$ cat src/rtl/timer_pkg.sv
// Shared definitions for the memory-mapped down-counting timer.
// Holds the FSM state encoding, register offsets (word-address bits [3:2]),
// CTRL field positions, MODE constants and the two instance base addresses
// so the bus bridge can reuse the same constants for its range decode.
package timer_pkg;

    typedef enum logic [1:0] {
        ST_IDLE = 2'd0,
        ST_LOAD = 2'd1,
        ST_CNT  = 2'd2,
        ST_INT  = 2'd3
    } state_t;

    localparam logic [1:0] OFF_CTRL   = 2'b00;
    localparam logic [1:0] OFF_PRESET = 2'b01;
    localparam logic [1:0] OFF_COUNT  = 2'b10;

    localparam int CTRL_EN      = 0;
    localparam int CTRL_MODE_LO = 1;
    localparam int CTRL_MODE_HI = 2;
    localparam int CTRL_IM      = 3;

    localparam logic [1:0] MODE_ONESHOT = 2'b00;
    localparam logic [1:0] MODE_RELOAD  = 2'b01;

    localparam logic [31:0] TIMER0_BASE = 32'h0000_7F00;
    localparam logic [31:0] TIMER1_BASE = 32'h0000_7F10;

    // Reserved MODE encodings 10/11 fall back to one-shot behaviour.
    function automatic logic is_reload(input logic [1:0] mode);
        return mode == MODE_RELOAD;
    endfunction

endpackage

$ cat src/rtl/timer_counter.sv
// 32-bit memory-mapped down-counting timer with interrupt.
//
// state   | meaning
// --------+----------------------------------------------------------
// IDLE    | waiting for CTRL.EN; entering LOAD clears irq_flag
// LOAD    | COUNT <= PRESET
// CNT     | decrement COUNT; at <=1 go to zero and raise irq_flag
// INT     | one-shot clears EN, auto-reload drops irq_flag
//
// Ports:
//   clk   - system clock, rising edge
//   reset - synchronous active-high reset
//   Addr  - word address [31:2]; only bits [3:2] (Addr[1:0] here) decoded
//   WE    - write enable from the bridge
//   Din   - write data
//   Dout  - combinational read data for the selected register
//   IRQ   - interrupt request (irq_flag gated by CTRL.IM)
module timer_counter
    import timer_pkg::*;
(
    input  logic        clk,
    input  logic        reset,
    input  logic [29:0] Addr,
    input  logic        WE,
    input  logic [31:0] Din,
    output logic [31:0] Dout,
    output logic        IRQ
);

    logic [3:0]  ctrl;
    logic [31:0] preset;
    logic [31:0] count;
    logic        irq_flag;
    state_t      state;

    logic [1:0]  sel;
    logic        addr_unused;

    // Addr[1:0] of the word address corresponds to byte-address bits [3:2].
    assign sel         = Addr[1:0];
    assign addr_unused = ^Addr[29:2];

    always_ff @(posedge clk) begin
        if (reset) begin
            ctrl     <= 4'd0;
            preset   <= 32'd0;
            count    <= 32'd0;
            irq_flag <= 1'b0;
            state    <= ST_IDLE;
        end else if (WE) begin
            // A bus write freezes the FSM and COUNT for this cycle.
            case (sel)
                OFF_CTRL: begin
                    ctrl     <= Din[3:0];
                    irq_flag <= 1'b0;
                end
                OFF_PRESET: preset <= Din;
                default: ;
            endcase
        end else begin
            case (state)
                ST_IDLE: begin
                    if (ctrl[CTRL_EN]) begin
                        state    <= ST_LOAD;
                        irq_flag <= 1'b0;
                    end
                end
                ST_LOAD: begin
                    count <= preset;
                    state <= ST_CNT;
                end
                ST_CNT: begin
                    if (!ctrl[CTRL_EN]) begin
                        state <= ST_IDLE;
                    end else if (count > 32'd1) begin
                        count <= count - 32'd1;
                    end else begin
                        // Covers both COUNT==1 and a PRESET of 0, so no wrap.
                        count    <= 32'd0;
                        irq_flag <= 1'b1;
                        state    <= ST_INT;
                    end
                end
                ST_INT: begin
                    if (is_reload(ctrl[CTRL_MODE_HI:CTRL_MODE_LO])) begin
                        irq_flag <= 1'b0;
                    end else begin
                        ctrl[CTRL_EN] <= 1'b0;
                    end
                    state <= ST_IDLE;
                end
                default: state <= ST_IDLE;
            endcase
        end
    end

    always_comb begin
        Dout = 32'd0;
        case (sel)
            OFF_CTRL:   Dout = {28'd0, ctrl};
            OFF_PRESET: Dout = preset;
            OFF_COUNT:  Dout = count;
            default:    Dout = 32'd0;
        endcase
    end

    assign IRQ = irq_flag & ctrl[CTRL_IM];

endmodule

$ cat config.mk
export PLATFORM = sky130hd
export DESIGN_NAME = timer_counter
export DESIGN_NICKNAME = d
export VERILOG_FILES = /design/src/rtl/timer_pkg.sv /design/src/rtl/timer_counter.sv
export SDC_FILE = /design/constraint.sdc
export NUM_CORES = 1
export LEC_CHECK = 0
export ABC_AREA = 1
export BUFFER_PORTS_ARGS = -buffer_cell sky130_fd_sc_hd__buf_2
export CAP_MARGIN = 20
export CORE_MARGIN = 1
export CORE_UTILIZATION = 30
export DETAILED_ROUTE_END_ITERATION = 6
export PLACE_DENSITY_LB_ADDON = 0.2
export RECOVER_POWER = 25
export SYNTH_ARGS = -nofsm -noshare
export SYNTH_HDL_FRONTEND = slang
export SYNTH_SLANG_ARGS = --single-unit
$ cat constraint.sdc
create_clock -name clk -period 2.9 [get_ports clk]
set_clock_uncertainty 0.2 [all_clocks]
set_input_delay 0.145 -clock clk [delete_from_list [all_inputs] [get_ports clk]]
set_output_delay 0.145 -clock clk [all_outputs]
set_load 0.1 [all_outputs]
==> metrics <==
status=finished clean; final hold violation count=0; Slew HR=22.9%; Worst setup EP type=flop; Area growth, synth to finish=26.8%; FILL cells=around 1.5k; Root Buffer=clkbuf_16; TNS Setup=0 ns; routed len/inst=13.7 um; site row count=43; Hold WS=0.0108 ns; sequential fraction of the synthesis area=between 30% and 40%; cts repair resizes=0; Nets=795; WP data arrival=about 2.4 ns; CP max FO=32; worst endpoint required time=2.93 ns; initial antenna violation count=0; clock group share of total power=34.1%; fmax=0.419 GHz; clock buffer depth=2; residual DRC count=0; total I/O pin count=98; largest net degree at the start of global routing=56; Yosys cell types=31; power per cell area=about 570 mW/mm2; Post-Syn Instances=634; Yosys top cell area share=33.4%; GRT overflow=0; Pre-Repair DR Iteration Count=4; peak supply drop=0.272 mV; Setup CP Type=in -> reg; Starting Density=between 30% and 40%; synthesized cell area=0.00426 mm2; clk_lat worst skew=0.34 ns; commonest non-fill, non-tap cell in the layout=a21oi_1; area leader, netlist=dfxtp_1; RSZ-0062 raised after global routing=no; CTS tree=built; Final ANT Viol Nets=0; sequential share of power=34.8%; Tcrit/Tclk final=between 80 and 90%; H-tree depth=3; Static Leak=~2.3 nW; Syn Nets=704; core area=about 0.014 mm2; worst slew pin tran=1.16 ns; Num CTS Buffers=9; Net Sw Power=approximately 1.1 mW; count of pins over their slew limit=0; Min-Delay Path Class=in -> reg; #FFs+latches synth=71; Synth Warn #=0; first-pass GRT wire length=20800 um; vias=between 4k and 5k; switch share=36.1%; Final HPWL DP=8870 um; Avg Inst Size Synth=6.72 um2; synth top area cells=dfxtp_1, a21oi_1, o21ai_0, inv_1, nand2_1; startpoint types=input port; clock sinks=71; port bufs=69; Antenna diodes=0; Gate power share=31.1%; Die H=about 120 um; Final min period=about 2.4 ns; vias in the first global route=4282; routability cong.=0.841; total length of routed wires=between 10000 and 15000 um; routed vias/inst=4.89; Die Area=0.0147 mm2; Post-CTS Hold Buffers=35; most frequent cells in the layout=a21oi_1, inv_1, nand2_1, o21ai_0, dfxtp_1; chip width=121 um; drt initial violations=228; gr usage total=18.2%; max cap viols=0; internal power=1.97 mW; clock-pin slew on the worst setup and hold paths=0.05 ns; layout cell share with drive strength beyond 1=17.7%; Post CTS Setup Buffer Count=0; final setup fails=0
-- registers in the layout (all words and copies together), names as in the netlist --
register / cells
irq_flag: 1
preset: 32
ctrl: 4
state: 2
count: 32
-- kinds of logic (layout without fill, tap and decap cells) --
logic type                 count (synthesis)  count (layout)  synth area share [%]
DFF                                       71              71                  33.4
AOI/OAI and AO/OA                        216             216                  27.9
adders and majority gates                  5               5                  1.47
and+or+nand+nor                          210             210                  23.6
xor gates and xnor gates                  12              12                  2.47
buffers and inverters                    120             215                  11.2
-- stage by stage --
step                worst slack (ns)  util (%)  area (um2)  total power, mW  instances
floorplan                      0.277         -        4260             1.79        634
global placement               0.676      34.3        4770             2.01        858
detailed placement             0.619      34.3        4770             2.02        858
CTS                            0.604      38.9        5390             3.11        908
global route                   0.305      38.9        5400             3.26        909
finish                         0.515      38.9        5400             3.08        909
-- worst paths after layout --
check,endpoint,slack [ns],from,depth (start not counted)
min,preset[0],0.01,Addr[1],4
max,preset[2],0.51,WE,7
min reg2reg,irq_flag,0.25,irq_flag,2
max reg2reg,count[19],0.63,count[0],10
-- layer usage --
layer,routed length [um],part of all wire (%),global-route usage [%]
met1,5930,47,23.4
met2,5750,46,29.3
met3,569,4.6,3.57
met4,235,1.9,8.33
met5,0,0,0
-- layout make-up --
| class | count | area, um2 | area share, % |
|---|---|---|---|
| flip-flops and latches | 71 | 1420 | 26.3 |
| multi-input cells | 443 | 2370 | 43.8 |
| well taps | 180 | 225 | 4.17 |
| repair buffers | 112 | 779 | 14.4 |
| inverters | 88 | 330 | 6.12 |
| clock buffers | 15 | 278 | 5.14 |
-- critical path: stages --
cell and delay [ns]:
dlygate4sd3_1 0.52, clkbuf_1 0.33, nand2_2 0.43, buf_12 0.31, nand2_1 0.07, a21oi_1 0.05
dlygate4sd3_1 0.56
-- cell usage after synthesis --
cell type / n
a21oi_1: 92
inv_1: 87
nand2_1: 83
o21ai_0: 78
dfxtp_1: 71
nor2_1: 66
o22ai_1: 28
clkbuf_1: 23
nand3_1: 20
nand3_2: 13
xor2_1: 12
a21oi_2: 10
nand4_1: 7
nor2_2: 6
ha_1: 5
buf_1: 4
nand2_2: 4
o221ai_1: 4
buf_6: 3
nand2_4: 3
and2_1: 2
buf_2: 2
nor3_2: 2
o21ai_2: 2
a21oi_4: 1
inv_2: 1
nand3b_1: 1
nor2_4: 1
nor2_8: 1
nor3_1: 1
o21a_1: 1
-- power by group through the flow --
stage | combinational [mW] | sequential (mW) | clock [mW]
after global routing | 1.07 | 1.08 | 1.12
after global placement | 0.916 | 1.09 | 0
after detailed placement | 0.923 | 1.09 | 0
after floorplan | 0.711 | 1.08 | 0
after CTS | 0.963 | 1.07 | 1.08
final | 0.958 | 1.07 | 1.05
No activity file was read; power rests on OpenSTA's default activity.
